**src/rtl/uart_rx_deserializer_if.sv**
```systemverilog
// Byte handshake between the UART receiver and whatever consumes its bytes.
// The receiver drives the holding register (rx_data/rx_valid) through the
// master modport; the consumer answers with rx_ready through the slave modport.
interface uart_rx_deserializer_if;
  logic [7:0] rx_data;
  logic       rx_valid;
  logic       rx_ready;

  modport master (output rx_data, output rx_valid, input rx_ready);
  modport slave  (input rx_data, input rx_valid, output rx_ready);
endinterface

```
**src/rtl/uart_rx_deserializer.sv**
```systemverilog
// UART receiver: oversamples the asynchronous rx line with a fixed divider,
// checks start and stop bits and presents each byte in a one-entry
// valid/ready holding register.
// Frame format is 8N1 by default; defining UART_RX_PARITY_EN switches to 8E1
// with a parity check (parity_err pulses, the byte is still delivered).
module uart_rx_deserializer #(
  parameter int CLKS_PER_BIT = 16
) (
  input  logic                   clk,
  input  logic                   reset,
  input  logic                   rx,
  uart_rx_deserializer_if.master bus,
  output logic                   frame_err,
  output logic                   parity_err,
  output logic                   overrun,
  output logic                   busy
);

  localparam int N  = CLKS_PER_BIT;
  localparam int H  = N / 2;
  localparam int CW = $clog2(N);
  // Counter value on the last cycle of a full bit and of the half start bit.
  localparam logic [CW-1:0] CNT_LAST = CW'(N - 1);
  localparam logic [CW-1:0] CNT_HALF = CW'(H - 1);

  typedef enum logic [2:0] {
    IDLE,
    START,
    DATA,
`ifdef UART_RX_PARITY_EN
    PARITY,
`endif
    STOP,
    BRK
  } state_t;

  logic          rx_meta;
  logic          rx_s;
  state_t        state;
  logic [CW-1:0] cnt;
  logic [2:0]    idx;
  logic [7:0]    shift;
`ifdef UART_RX_PARITY_EN
  logic          par_bit;
`endif

  // Two-flop synchronizer; flops reset to the idle (high) line level.
  always_ff @(posedge clk or posedge reset) begin
    if (reset) begin
      rx_meta <= 1'b1;
      rx_s    <= 1'b1;
    end else begin
      rx_meta <= rx;
      rx_s    <= rx_meta;
    end
  end

  // Frame FSM plus holding register; every output is registered here.
  always_ff @(posedge clk or posedge reset) begin
    if (reset) begin
      state        <= IDLE;
      cnt          <= '0;
      idx          <= '0;
      shift        <= '0;
`ifdef UART_RX_PARITY_EN
      par_bit      <= 1'b0;
      parity_err   <= 1'b0;
`endif
      bus.rx_data  <= 8'h00;
      bus.rx_valid <= 1'b0;
      frame_err    <= 1'b0;
      overrun      <= 1'b0;
      busy         <= 1'b0;
    end else begin
      frame_err <= 1'b0;
      overrun   <= 1'b0;
`ifdef UART_RX_PARITY_EN
      parity_err <= 1'b0;
`endif
      // Handshake empties the register; a same-cycle delivery below overrides.
      if (bus.rx_valid && bus.rx_ready) begin
        bus.rx_valid <= 1'b0;
      end

      case (state)
        IDLE: begin
          if (!rx_s) begin
            state <= START;
            cnt   <= '0;
            busy  <= 1'b1;
          end
        end

        START: begin
          if (cnt == CNT_HALF) begin
            if (rx_s) begin
              // Line went high again before mid start bit: treat as glitch.
              state <= IDLE;
              busy  <= 1'b0;
            end else begin
              state <= DATA;
              cnt   <= '0;
              idx   <= '0;
            end
          end else begin
            cnt <= cnt + CW'(1);
          end
        end

        DATA: begin
          if (cnt == CNT_LAST) begin
            cnt   <= '0;
            shift <= {rx_s, shift[7:1]};
            idx   <= idx + 3'd1;
            if (idx == 3'd7) begin
`ifdef UART_RX_PARITY_EN
              state <= PARITY;
`else
              state <= STOP;
`endif
            end
          end else begin
            cnt <= cnt + CW'(1);
          end
        end

`ifdef UART_RX_PARITY_EN
        PARITY: begin
          if (cnt == CNT_LAST) begin
            cnt     <= '0;
            par_bit <= rx_s;
            state   <= STOP;
          end else begin
            cnt <= cnt + CW'(1);
          end
        end
`endif

        STOP: begin
          if (cnt == CNT_LAST) begin
            cnt <= '0;
`ifdef UART_RX_PARITY_EN
            // Even parity: parity bit must equal the XOR of the data bits.
            parity_err <= (par_bit != ^shift);
`endif
            if (rx_s) begin
              // Leave mid stop bit so the next start edge is not missed.
              state <= IDLE;
              busy  <= 1'b0;
              if (!bus.rx_valid || bus.rx_ready) begin
                bus.rx_data  <= shift;
                bus.rx_valid <= 1'b1;
              end else begin
                overrun <= 1'b1;
              end
            end else begin
              frame_err <= 1'b1;
              state     <= BRK;
            end
          end else begin
            cnt <= cnt + CW'(1);
          end
        end

        BRK: begin
          // Hold off until the line is released so a break flags only once.
          if (rx_s) begin
            state <= IDLE;
            busy  <= 1'b0;
          end
        end

        default: begin
          state <= IDLE;
          busy  <= 1'b0;
        end
      endcase
    end
  end

`ifndef UART_RX_PARITY_EN
  assign parity_err = 1'b0;
`endif

endmodule

```
**src/flat_wrapper.sv**
```systemverilog
// flat-port wrapper written by rule: the top's interface ports become plain ports
module uart_rx_deserializer_flat 
#(
  parameter int CLKS_PER_BIT = 16
)
  (clk, reset, rx, frame_err, parity_err, overrun, busy, bus_rx_data, bus_rx_valid, bus_rx_ready);
  uart_rx_deserializer_if bus_i ();
  input  logic clk;
  input  logic reset;
  input  logic rx;
  output logic frame_err;
  output logic parity_err;
  output logic overrun;
  output logic busy;
  output wire logic [$bits(bus_i.rx_data)-1:0] bus_rx_data;
  output wire logic [$bits(bus_i.rx_valid)-1:0] bus_rx_valid;
  input wire logic [$bits(bus_i.rx_ready)-1:0] bus_rx_ready;
  assign bus_rx_data = bus_i.rx_data;
  assign bus_rx_valid = bus_i.rx_valid;
  assign bus_i.rx_ready = bus_rx_ready;
  uart_rx_deserializer #(.CLKS_PER_BIT(CLKS_PER_BIT)) u_core (.clk(clk), .reset(reset), .rx(rx), .bus(bus_i), .frame_err(frame_err), .parity_err(parity_err), .overrun(overrun), .busy(busy));
endmodule
```
**config.mk**
```make
export PLATFORM = sky130hd
export DESIGN_NAME = uart_rx_deserializer_flat
export DESIGN_NICKNAME = d
export VERILOG_FILES = /design/src/rtl/uart_rx_deserializer_if.sv /design/src/rtl/uart_rx_deserializer.sv /design/src/flat_wrapper.sv
export SDC_FILE = /design/constraint.sdc
export NUM_CORES = 1
export LEC_CHECK = 0
export CAP_MARGIN = 20
export CORE_ASPECT_RATIO = 0.75
export CORE_MARGIN = 3
export CORE_UTILIZATION = 54
export CTS_CLUSTER_SIZE = 8
export DETAILED_ROUTE_END_ITERATION = 7
export PLACE_DENSITY = 0.84
export SETUP_SLACK_MARGIN = 0.4
export SYNTH_ARGS = -nofsm -noshare
export SYNTH_HDL_FRONTEND = slang
export SYNTH_SLANG_ARGS = --single-unit
```
**constraint.sdc**
```tcl
create_clock -name clk -period 2.6 [get_ports clk]
set_clock_uncertainty 0.15 [all_clocks]
set_input_delay 0.52 -clock clk [delete_from_list [all_inputs] [get_ports clk]]
set_output_delay 0.52 -clock clk [all_outputs]
set_load 0.02 [all_outputs]
```
==> out/results.ini <==
[status]
status=finished, final reports clean

[die]
io-pin-count=17
initial_utilization_pct=59.8
num_rows=15
die_x_um=65.8
core_area_um2=2420
die_area_um2=3340
die_h_um=50.8

[sta]
report.final.setup_viol=0
hold_violations=0
slew_headroom_pct=66.0
timing.final.ws_setup_ns=0.551
tightest_slew_ns=0.508
fin_crit_sh_pct=78.8
fmax_ghz=0.488
fin_setup_tns_ns=0
rsz0062_at_grt=no
period_needed_ns=2.05
slew_viol_final=0

[detailed_routing]
postRouteAntennaNets=0
wl_per_cell_um=15.6
vias=989
drt-total-wl_um=2680
first_pass_iters=4
avgViaCountPerCell=5.75
drc=0
drt_iter0_markers=47

[placed_design]
dp_hpwl_um=1890
dpl_worst_slack_ns=0.334
place_congestion=0.742
portBuffers=15
dpl_cell_area_um2=1630

[logic_synthesis]
netlist_area_um2=1450
yosys_warnings=0
yosysSeqAreaShare_pct=55.5
synth_ff_type=dfrtp_1
syn_inst=120
synth-seq-cells=32
synth-edff-count=0
async_reset_ff_share_pct=100
synth_nets=127
synth_area_per_cell_um2=12.1
synth.distinct_cells=34

[job]
cap_viol_max_count=0

[layout]
diodes=0
drive_gt1_share_pct=23.2
final_core_util_pct=69.5
layout_commonest_cell=dfrtp_1
synthToLayoutAreaGrowth_pct=16.2
num-fill-cells=182
final_nets=145
fin_area_um2=1680
final_cell_mix=dfrtp_1 (30), mux2_2 (17), clkdlybuf4s50_1 (15)

[critical_path]
cp_data_arrival_time_ns=2.12
cp_top_family=simple AND/OR/NAND/NOR gates
crit_type=reg -> reg
cp_slowest_stage_delay_ns=0.40
required_ns=2.67
cp_cell_sequence=ha_1 -> nand3_2 -> nor3_2 -> buf_4 -> mux2_2
critical_path.max_fanout=8
slowest_stage=dfrtp_1
cp_num_buf_inv=1
endpoint_kind=flop
cp-start-kind=flop

[clock_tree]
ctsHoldBuffers=0
clk_pin_slew_ns=0.09
cts_root_buf=clkbuf_4
htreeDepth=2
clk_latency_ns=0.33
clock_sinks=32
post-cts-setup-buffer-count=0
cts_made_buffers=5
clockBufferDepth=2
cts_tree=done

[global_routing]
antenna_found_initial=0
grt_use_total_pct=19.7
overflow=0
grt_pass1_vias=971
grt_max_degree=33
grt_pass1_wl_um=4750

[power]
leakagePower_uw=0.000762
vdd_drop_max_v=0.000401
power.density_nw_per_um2=702
power_uw=1180

[hold_path]
hold_path_class=reg -> reg

[worst paths after layout]
kind | startpoint | endpoint | slack [ns] | depth (start not counted)
worst min-delay path | u_core.rx_meta | u_core.rx_s | 0.21 | 0
max in group asynchronous | reset | u_core.rx_s | 1.70 | 3
worst min register to register | u_core.rx_meta | u_core.rx_s | 0.21 | 0
min in group asynchronous | reset | u_core.shift[3] | 0.37 | 3
worst max register to register | u_core.cnt[0] | u_core.shift[0] | 0.55 | 5
worst max-delay path | u_core.cnt[0] | u_core.shift[0] | 0.55 | 5
[synthesized netlist by cell type (2+ instances only)]
cell type	n	area share, %
dfrtp_1	30	52
mux2_2	17	13
nor2_1	8	2.1
o21ai_0	8	2.8
nand2_1	6	1.6
nand2b_1	5	2.2
a21oi_1	4	1.4
a22o_1	3	1.8
buf_4	3	1.6
ha_1	3	2.6
inv_1	3	0.78
a211oi_1	2	1.0
buf_2	2	0.69
dfstp_2	2	3.6
nand3_1	2	0.69
nor3_1	2	0.69
o21bai_1	2	1.0
or3_1	2	0.86
[layer usage]
metal	routed length, um	global-route usage [%]
met2	1260	28.6
met1	1210	25.0
met4	46	8.28
met5	0	0
met3	169	9.45
[worst reg2reg max path, stage by stage, from the launching register on]
cell,delay (ns)
dfrtp_1,0.40
ha_1,0.26
nand3_2,0.20
nor3_2,0.33
buf_4,0.24
mux2_2,0.35
[repair_timing]
action,in CTS,in global routing
resized for setup,0,1
endpoints found under the setup margin,0,8
endpoints found under the hold margin,0,0
[area by class of cell]
type	count	area [um2]	share of cell area, %
tap	34	42.5	2.53
inverter	3	11.3	0.669
timing repair buffer	17	178	10.6
multi-input combinational	79	602	35.8
sequential	32	803	47.7
clock inverter	1	5.00	0.297
clock buffer	6	41.3	2.45
[registers in the layout (all words and copies together), names as in the netlist]
signal and flops:
u_core.cnt 4, u_core.frame_err 1, u_core.busy 1, u_core.shift 8
u_core.bus.rx_data 8, u_core.rx_meta 1, u_core.overrun 1, u_core.rx_s 1
u_core.idx 3, u_core.bus.rx_valid 1, u_core.state 3
[where the power goes]
part	leakage (uW)	switching, uW	internal (uW)	total, uW
combinational	0.000308	142	135	277
clock	0.0000281	156	99.3	256
sequential	0.000426	102	546	648
total	0.000762	401	780	1180
[cell families (layout without fill, tap and decap cells)]
| logic type | Yosys count | in the layout | share of synthesized area [%] |
|---|---|---|---|
| flip-flops | 32 | 32 | 55.5 |
| other | 1 | 1 | 0.259 |
| multiplexers | 17 | 17 | 13.2 |
| buffers and inverters | 9 | 27 | 3.28 |
| AND/OR/NAND/NOR | 32 | 32 | 12.5 |
| AO/OA/AOI/OAI | 25 | 25 | 12.0 |
| XOR/XNOR | 1 | 1 | 0.605 |
| adder cells (fa/ha/maj) | 3 | 3 | 2.59 |
[stage by stage]
| step | hold slack [ns] | cells |
|---|---|---|
| 6_report | 0.211 | 172 |
| 5_1_grt | 0.216 | 172 |
| 4_1_cts | 0.214 | 172 |
| 3_5_place_dp | 0.200 | 165 |
| 3_3_place_gp | 0.196 | 165 |
| 2_1_floorplan | 0.195 | 120 |
No activity file was read; power rests on OpenSTA's default activity.
